===== src/rtl/regi_wb_arbiter.sv =====
// regi_wb_arbiter
//   Write-back arbiter in front of the integer register bank write port.
//   Executor results (never stalled) always win the port; memaccess load
//   returns are buffered in a small in-order FIFO and drained whenever the
//   executor is idle or writing x0. If buffered loads keep losing, an
//   advisory hold request is raised towards the executor.
//
//   Optional feature: define RIVER_WB_BYPASS_EN to let an accepted load
//   return skip the FIFO when the FIFO is empty and the executor does not
//   take the port (latency 1 instead of 2).
//
// Ports
//   i_clk, i_nrst                 clock, active-low reset
//   i_e_wena/waddr/wtag/wdata     executor write request (no back-pressure)
//   o_e_hold                      registered stall request to the executor
//   i_m_valid, o_m_ready          load-return handshake
//   i_m_waddr/wtag/wdata          load-return payload
//   o_wena/waddr/wtag/wdata       registered bank write port
//   o_inorder                     1 = write came from the load path
//   o_fifo_cnt                    FIFO occupancy (debug/tracer)
module regi_wb_arbiter #(
  parameter logic async_reset  = 1'b1,
  parameter int   FIFO_DEPTH   = 4,
  parameter int   STARVE_LIMIT = 8
) (
  input  logic                        i_clk,
  input  logic                        i_nrst,
  input  logic                        i_e_wena,
  input  logic [5:0]                  i_e_waddr,
  input  logic [2:0]                  i_e_wtag,
  input  logic [63:0]                 i_e_wdata,
  output logic                        o_e_hold,
  input  logic                        i_m_valid,
  output logic                        o_m_ready,
  input  logic [5:0]                  i_m_waddr,
  input  logic [2:0]                  i_m_wtag,
  input  logic [63:0]                 i_m_wdata,
  output logic                        o_wena,
  output logic [5:0]                  o_waddr,
  output logic [2:0]                  o_wtag,
  output logic [63:0]                 o_wdata,
  output logic                        o_inorder,
  output logic [$clog2(FIFO_DEPTH):0] o_fifo_cnt
);

  localparam int PW = $clog2(FIFO_DEPTH);
  localparam int CW = PW + 1;
  localparam int SW = $clog2(STARVE_LIMIT + 1);
  localparam int EW = 6 + 3 + 64;

  typedef struct packed {
    logic [PW-1:0] wr_ptr;
    logic [PW-1:0] rd_ptr;
    logic [CW-1:0] cnt;
    logic [SW-1:0] starve;
    logic          hold;
    logic          wena;
    logic [5:0]    waddr;
    logic [2:0]    wtag;
    logic [63:0]   wdata;
    logic          inorder;
  } regs_t;

  localparam regs_t R_RESET = '0;

  regs_t r, rin;
  logic [EW-1:0] mem [FIFO_DEPTH];
  logic [EW-1:0] head;
  logic          fifo_empty;
  logic          m_ready;
  logic          m_keep;
  logic          e_win;
  logic          push;
  logic          pop;

  always_comb begin
    rin        = r;
    pop        = 1'b0;
    fifo_empty = (r.cnt == '0);
    // Ready comes only from the registered count: a pop in the same cycle
    // does not reopen a full FIFO.
    m_ready    = (r.cnt != CW'(FIFO_DEPTH));
    // Loads to x0 complete the handshake but are never written.
    m_keep     = i_m_valid & m_ready & (i_m_waddr != '0);
    e_win      = i_e_wena & (i_e_waddr != '0);
    head       = mem[r.rd_ptr];
    push       = m_keep;

    if (e_win) begin
      rin.wena    = 1'b1;
      rin.waddr   = i_e_waddr;
      rin.wtag    = i_e_wtag;
      rin.wdata   = i_e_wdata;
      rin.inorder = 1'b0;
      if (!fifo_empty && (r.starve != SW'(STARVE_LIMIT))) begin
        rin.starve = r.starve + 1'b1;
      end
    end else if (!fifo_empty) begin
      rin.wena    = 1'b1;
      rin.waddr   = head[EW-1 -: 6];
      rin.wtag    = head[63+3 -: 3];
      rin.wdata   = head[63:0];
      rin.inorder = 1'b1;
      rin.starve  = '0;
      pop         = 1'b1;
    end
`ifdef RIVER_WB_BYPASS_EN
    else if (m_keep) begin
      rin.wena    = 1'b1;
      rin.waddr   = i_m_waddr;
      rin.wtag    = i_m_wtag;
      rin.wdata   = i_m_wdata;
      rin.inorder = 1'b1;
      push        = 1'b0;
    end
`endif
    else begin
      rin.wena = 1'b0;
    end

    if (push) begin
      rin.wr_ptr = r.wr_ptr + 1'b1;
    end
    if (pop) begin
      rin.rd_ptr = r.rd_ptr + 1'b1;
    end
    if (push && !pop) begin
      rin.cnt = r.cnt + 1'b1;
    end else if (pop && !push) begin
      rin.cnt = r.cnt - 1'b1;
    end

    rin.hold = (rin.starve == SW'(STARVE_LIMIT));
  end

  generate
    if (async_reset) begin : g_async_rst
      always_ff @(posedge i_clk or negedge i_nrst) begin
        if (!i_nrst) begin
          r <= R_RESET;
        end else begin
          r <= rin;
        end
      end
    end else begin : g_sync_rst
      always_ff @(posedge i_clk) begin
        if (!i_nrst) begin
          r <= R_RESET;
        end else begin
          r <= rin;
        end
      end
    end
  endgenerate

  // Storage needs no reset: pointers and count define what is valid.
  always_ff @(posedge i_clk) begin
    if (push) begin
      mem[r.wr_ptr] <= {i_m_waddr, i_m_wtag, i_m_wdata};
    end
  end

  assign o_m_ready  = m_ready;
  assign o_e_hold   = r.hold;
  assign o_wena     = r.wena;
  assign o_waddr    = r.waddr;
  assign o_wtag     = r.wtag;
  assign o_wdata    = r.wdata;
  assign o_inorder  = r.inorder;
  assign o_fifo_cnt = r.cnt;

endmodule


===== config.mk =====
export PLATFORM = sky130hd
export DESIGN_NAME = regi_wb_arbiter
export DESIGN_NICKNAME = d
export VERILOG_FILES = /design/src/rtl/regi_wb_arbiter.sv
export SDC_FILE = /design/constraint.sdc
export NUM_CORES = 1
export LEC_CHECK = 0
export ABC_AREA = 1
export CORE_MARGIN = 3
export CORE_UTILIZATION = 54
export CTS_BUF_LIST = sky130_fd_sc_hd__clkbuf_16
export CTS_CLUSTER_DIAMETER = 120
export DETAILED_ROUTE_END_ITERATION = 12
export GPL_TIMING_DRIVEN = 0
export HOLD_SLACK_MARGIN = 0.08
export PLACE_DENSITY = 0.8
export SYNTH_ARGS = -nofsm -noshare
export SYNTH_HDL_FRONTEND = slang
export SYNTH_SLANG_ARGS = --single-unit

===== constraint.sdc =====
create_clock -name i_clk -period 5.5 [get_ports i_clk]
set_input_delay 1.1 -clock i_clk [delete_from_list [all_inputs] [get_ports i_clk]]
set_output_delay 1.1 -clock i_clk [all_outputs]
set_load 0.01 [all_outputs]

==> metrics.yaml, run 1 <==
p_per_area_nw_per_um2: 520
irDropWorstVdd_v: 0.000303
gp_congestion: 0.825
post-place-cells: 1946
grt_first_pass_wirelength_um: 60800
place_hpwl_um: 26400
via_per_inst: 5.45
drc: 0
grt_pass1_vias: 11300
crit_start: "i_m_waddr[4]"
start_util_pct: 55.3
synth_nets: 1486
fin_nets: 1766
synthTopCellsByArea: "edfxtp_1 (57%), dfrtp_1 (14%), nand2_1 (8.6%)"
p_leak_nw: 7.62
drt-total-wl_um: 39300
cp.arrival_ns: 3.48
setup-violations-final: 0
reg2reg_slack_ns: 2.98
clkTransAtPathRegs_ns: 0.06
path_cells: "clkdlybuf4s50_1 -> nor2_1 -> nand3_1 -> nand3_1 -> nor2_4 -> buf_12"
p_comb_share_pct: 36.7
core-area_um2: 28000
netlist_instances: 1328
relSlewSlack_pct: 37.9
start_kind: "input port"
crit_top_cell: "nand3_1"
synthFlopType: "edfxtp_1"
max_freq_mhz: 305
clockBufferDepth: 3
cts_buffers: 38
vias: 11000
critPathCaptureType: "flip-flop"
ios: 230
syn_area_um2: 15500
cp_slowest_cell: "nor2_4"
synth_edf_count: 292
critical_path_depth: 6
insertion_delay_ns: 0.52
postCtsSetupBuffers: 0
synth.top_cell.area_share_pct: 56.6
fillCellCount: 1933
antenna_found_initial: 1
internal-power_w: 0.00678
finalInstanceArea_um2: 19700
drive_gt1_share_pct: 12.1
io_buffers: 229
worstPathRequired_ns: 5.70
area_growth_pct: 27.0
die_w_um: 175
slew_viol_final: 0
die_h_um: 175
synth_top_cell_by_area: "edfxtp_1"
die_area_um2: 30800
crit_type: "in2reg"
switching_share_pct: 33.7
reg2reg_to: "mem[3][62]"
worstMarginPinSlew_ns: 0.929
rsz0062_at_grt: "false"
cts_resized: 0
drt_iter0_drc: 1191
cpLargestDelayFamily: "simple AND/OR/NAND/NOR gates"
worstRegToRegCells: 5
place_area_um2: 18500
async_flop_share_pct: 23.0
reg2reg_from: "o_fifo_cnt[0]"
cts_hold_buffers: 0
grt_max_degree: 56
routedWlPerCell_um: 19.5
synth_top_cells_by_count: "nand2_1 (356), edfxtp_1 (292), nand3_1 (147), nor2_1 (92), dfrtp_1 (87)"
yosysSeqAreaShare_pct: 70.7
outcome: "finished clean"
tritoncts: "built"
track_usage_pct: 25.5
power_switching_w: 0.00344
hold_viol_final: 0
rows: 61
clockRootBuffer: "clkbuf_16"
p_seq_share_pct: 40.3
fin_crit_sh_pct: 59.6
cp.buffers_inverters: 2
min_from: "o_wdata[21]"
ys_warn_count: 0
postRouteAntennaNets: 0
overflow: 0
cts_num_sinks: 379
clock_skew_ns: 0.0137
cp-endpoint: "mem[3][62]"
cap_viol_max_count: 0
instances_no_fill: 2016
path_max_fanout: 29
synth_most_common_cell: "nand2_1"
dr.pass1.iters: 5
fin_crit_ns: 3.28
htreeDepth: 2
synth-seq-cells: 379
pwr-share-clk_pct: 23.1
min_path_type: "reg2reg"
post-route-util_pct: 70.2
synthDistinctLibCells: 27
avgSynthCellArea_um2: 11.7
cp_slowest_stage_delay_ns: 0.87
state kept, by name, indices dropped and copies added (netlist names):
name,count
r,8
o_waddr,6
o_e_hold,1
o_wtag,3
o_wena,1
o_fifo_cnt,3
o_inorder,1
o_wdata,64
mem,292
area by class of cell:
class / count / area, um^2 / share of cell area [%]
antenna: 1 / 2.50 / 0.0127
clock buffer: 39 / 976 / 4.96
tap: 378 / 473 / 2.40
timing repair buffer: 240 / 2540 / 12.9
inverter: 23 / 86.3 / 0.439
buffer: 150 / 951 / 4.83
sequential: 379 / 10900 / 55.6
multi-input combinational: 776 / 3540 / 18.0
clock inverter: 30 / 158 / 0.802
worst reg2reg max path: cells and delay by family, from the launching register on:
kind	cells	cell delay (ns)
DFF	1	0.45
and+or+nand+nor	4	1.44
buffers and inverters	1	0.32
how the worst min path moves through the flow:
| stage | end | slack [ns] | cells after the start |
|---|---|---|---|
| floorplan | o_waddr[0] | 0.47 | 2 |
| global placement | o_waddr[1] | 0.48 | 2 |
| detailed placement | o_wdata[21] | 0.49 | 2 |
| CTS | o_wdata[21] | 0.50 | 2 |
| global route | o_wdata[0] | 0.53 | 2 |
| finish | o_wdata[21] | 0.50 | 2 |
power groups by stage:
stage                     combinational [W]  clock (W)  sequential, W
after global routing                0.00409    0.00249        0.00417
after floorplan                     0.00214          0        0.00415
after detailed placement            0.00372          0        0.00416
final                               0.00375    0.00236        0.00412
after global placement              0.00352          0        0.00424
after CTS                           0.00375    0.00237        0.00411
metrics by stage:
step | total power [W] | TNS (ns) | hold slack (ns) | setup WS (ns)
2_1_floorplan | 0.00629 | 0 | 0.466 | 0.547
3_3_place_gp | 0.00775 | -756.47 | 0.480 | -2.59
3_5_place_dp | 0.00789 | 0 | 0.487 | 1.72
4_1_cts | 0.0102 | 0 | 0.501 | 2.23
5_1_grt | 0.0108 | 0 | 0.533 | 2.10
6_report | 0.0102 | 0 | 0.496 | 2.22
cell usage in the layout (no fill, tap or decap), types with 2 or more instances in the layout:
cell type / instances
clkinv_2: 8
buf_1: 2
clkinv_1: 8
buf_16: 4
xor2_1: 5
nand3_1: 147
clkbuf_1: 27
nand2_2: 4
ha_1: 7
buf_2: 34
a21oi_1: 37
o21ai_0: 64
edfxtp_1: 292
buf_12: 7
clkbuf_16: 39
clkdlybuf4s50_1: 228
nor2_1: 88
dfrtp_1: 87
a31oi_1: 34
o22ai_1: 21
buf_6: 5
inv_2: 4
buf_4: 83
xnor2_1: 2
inv_1: 30
nor2_4: 4
nand2_1: 356
metal layers:
metal  GRT usage (%)  up-vias  share of wire, %
li1                -     5104                 -
met1            34.1     5344                40
met2            43.3      481                50
met3            4.13       59               7.5
met4            7.65        2               2.0
met5               0        -             0.033
logic make-up after synthesis:
| logic type | synth area share, % |
|---|---|
| xor+xnor | 0.396 |
| flops | 70.7 |
| simple gates | 15.9 |
| mux | 0.0727 |
| buf+inv | 6.70 |
| fa+ha+maj | 0.695 |
| compound gates | 5.54 |
Note: power is estimated with default switching activity, not from simulation.
==> run 2, diff against run 1 <==
==> constraint.sdc (replaced) <==
create_clock -name i_clk -period 3.2 [get_ports i_clk]
set_input_delay 0.64 -clock i_clk [delete_from_list [all_inputs] [get_ports i_clk]]
set_output_delay 0.64 -clock i_clk [all_outputs]
set_load 0.01 [all_outputs]
==> metrics.yaml, run 2 (synthesis gave the netlist of run 1 again) <==
reg2reg_from: "o_fifo_cnt[0]"
drive_gt1_share_pct: 11.8  # -0.28 points
path_max_fanout: 26  # -10%
vias: 11000  # -0.33%
overflow: 0  # unchanged
via_per_inst: 5.44  # -0.23%
clockBufferDepth: 3  # unchanged
cts_resized: 0  # unchanged
outcome: "finished clean"
reg2reg_to: "mem[1][6]"
clockRootBuffer: "clkbuf_16"
worstPathRequired_ns: 3.41  # -2.29 ns
place_hpwl_um: 26300  # -0.51%
p_leak_nw: 7.56  # -0.76%
irDropWorstVdd_v: 0.000564  # +86%
track_usage_pct: 25.0  # -0.48 points
cts_num_sinks: 379  # unchanged
crit_type: "in2reg"
regMostFlops: "mem"
die_h_um: 175  # unchanged
core-area_um2: 28000  # unchanged
grt_max_degree: 67  # +20%
slew_viol_final: 0  # unchanged
clkTransAtPathRegs_ns: 0.06  # about the same
htreeDepth: 2  # unchanged
cts_buffers: 37  # -2.6%
antenna_found_initial: 5  # +4
routedWlPerCell_um: 19.2  # -1.4%
die_area_um2: 30800  # unchanged
io_buffers: 229  # unchanged
largest_register_ffs: 292  # unchanged
insertion_delay_ns: 0.52  # about the same
cp_slowest_cell: "nor2_4"
fillCellCount: 1960  # +1.4%
postCtsSetupBuffers: 0  # unchanged
cap_viol_max_count: 0  # unchanged
reg2reg_slack_ns: 0.51  # -2.47 ns
worstRegToRegCells: 6  # +1
finalInstanceArea_um2: 19600  # -0.59%
postRouteAntennaNets: 0  # unchanged
max_freq_mhz: 336
tritoncts: "built"
relSlewSlack_pct: 34.9  # -3.0 points
cts_hold_buffers: 1  # +1
drc: 0  # unchanged
die_w_um: 175  # unchanged
hold_path_end: "o_wdata[13]"
worstMarginPinSlew_ns: 0.974  # +0.0445 ns
grt_pass1_vias: 10800  # -3.7%
setup-violations-final: 0  # unchanged
fin_crit_sh_pct: 93.0
grt_first_pass_wirelength_um: 59800  # -1.8%
crit_start: "i_m_waddr[4]"
worstHoldPathCells: 2  # unchanged
final_common_cell: "nand2_1"
min_from: "o_wdata[13]"
use_met3_pct: 4.32  # +0.19 points
area_growth_pct: 26.2
hold_viol_final: 0  # unchanged
rows: 61  # unchanged
rsz0062_at_grt: "false"
grtUsageMet1_pct: 33.8  # -0.34 points
place_area_um2: 18500  # -0.34%
min_path_type: "reg2reg"
drt-total-wl_um: 38700  # -1.5%
p_per_area_nw_per_um2: 885  # +70%
mostFrequentLayoutCells: "nand2_1 (356), edfxtp_1 (292), clkdlybuf4s50_1 (228)"
critPathCaptureType: "flip-flop"
fin_crit_ns: 2.98
start_util_pct: 55.3  # unchanged
clock_skew_ns: 0.00883  # -0.00486 ns
grt.busiest_layer: "met2"
dr.pass1.iters: 5  # unchanged
path_cells: "clkdlybuf4s50_1 -> nor2_1 -> nand3_1 -> nand3_1 -> nor2_4 -> buf_12 -> buf_12"
gp_congestion: 0.790  # -4.2%
start_kind: "input port"
gr-usage-met2_pct: 41.6  # -1.7 points
ios: 230  # unchanged
fin_nets: 1764  # -0.11%
drt_iter0_drc: 1196  # +0.42%
post-route-util_pct: 69.8  # -0.41 points
cp.arrival_ns: 3.19  # -0.29 ns
cp_slowest_stage_delay_ns: 0.86  # about the same
==> run 2: worst max path at each step <==
stage | cells past startpoint | endpoint | slack, ns
2_1_floorplan | 4 | mem[0][0] | -0.13
6_report | 7 | mem[1][6] | 0.22
3_3_place_gp | 5 | mem[3][60] | -2.31
3_5_place_dp | 7 | mem[1][42] | -0.32
5_1_grt | 7 | mem[1][34] | 0.08
4_1_cts | 7 | mem[1][36] | 0.21
==> run 2: worst max-delay path, delay by kind of cell <==
| kind | cells | cell delay (ns) |
|---|---|---|
| simple gates | 4 | 1.44 |
| buf+inv | 3 | 1.08 |
==> run 2: cell type report <==
cell class / count / area, um^2 / share of cell area, %
inverter: 23 / 86.3 / 0.442
antenna: 2 / 5.00 / 0.0256
timing repair buffer: 239 / 2490 / 12.7
buffer: 150 / 951 / 4.86
tap: 378 / 473 / 2.42
clock buffer: 37 / 926 / 4.74
multi-input combinational: 776 / 3540 / 18.1
clock inverter: 30 / 143 / 0.729
sequential: 379 / 10900 / 56.0
==> run 2: power by group <==
group | switching [W] | internal, W | total (W)
clock | 0.00176 | 0.00211 | 0.00387
sequential | 0.000461 | 0.00662 | 0.00708
combinational | 0.00366 | 0.00271 | 0.00637
total | 0.00588 | 0.0114 | 0.0173
==> run 2: metrics by stage <==
stage,instances,hold WS [ns],total power (W),TNS (ns),setup WS (ns)
after floorplan,1328,0.344,0.0108,-38.17,-0.131
after global placement,1935,0.481,0.0132,-833.08,-2.31
after detailed placement,1944,0.486,0.0135,-19.81,-0.323
after CTS,2012,0.501,0.0174,0,0.214
after global routing,2014,0.518,0.0182,0,0.0779
final,2014,0.495,0.0173,0,0.224
==> run 2: routing by layer <==
metal  wire [um]  vias up
li1            -     5102
met1       15400     5246
met2       19000      522
met3        3100       78
met4        1120        6
met5          47        -
==> run 3, diff against run 2 <==
==> constraint.sdc (replaced) <==
create_clock -name i_clk -period 3.2 [get_ports i_clk]
set_input_delay 0.64 -clock i_clk [delete_from_list [all_inputs] [get_ports i_clk]]
set_output_delay 0.64 -clock i_clk [all_outputs]
set_load 0.05 [all_outputs]
==> results of run 3 <==
Same layout as run 2 (identical final DEF). Status: finished clean.
Main changes from that run: total power 0.0173 W -> 0.0187 W; worst IR drop on VDD 0.000564 V -> 0.000565 V
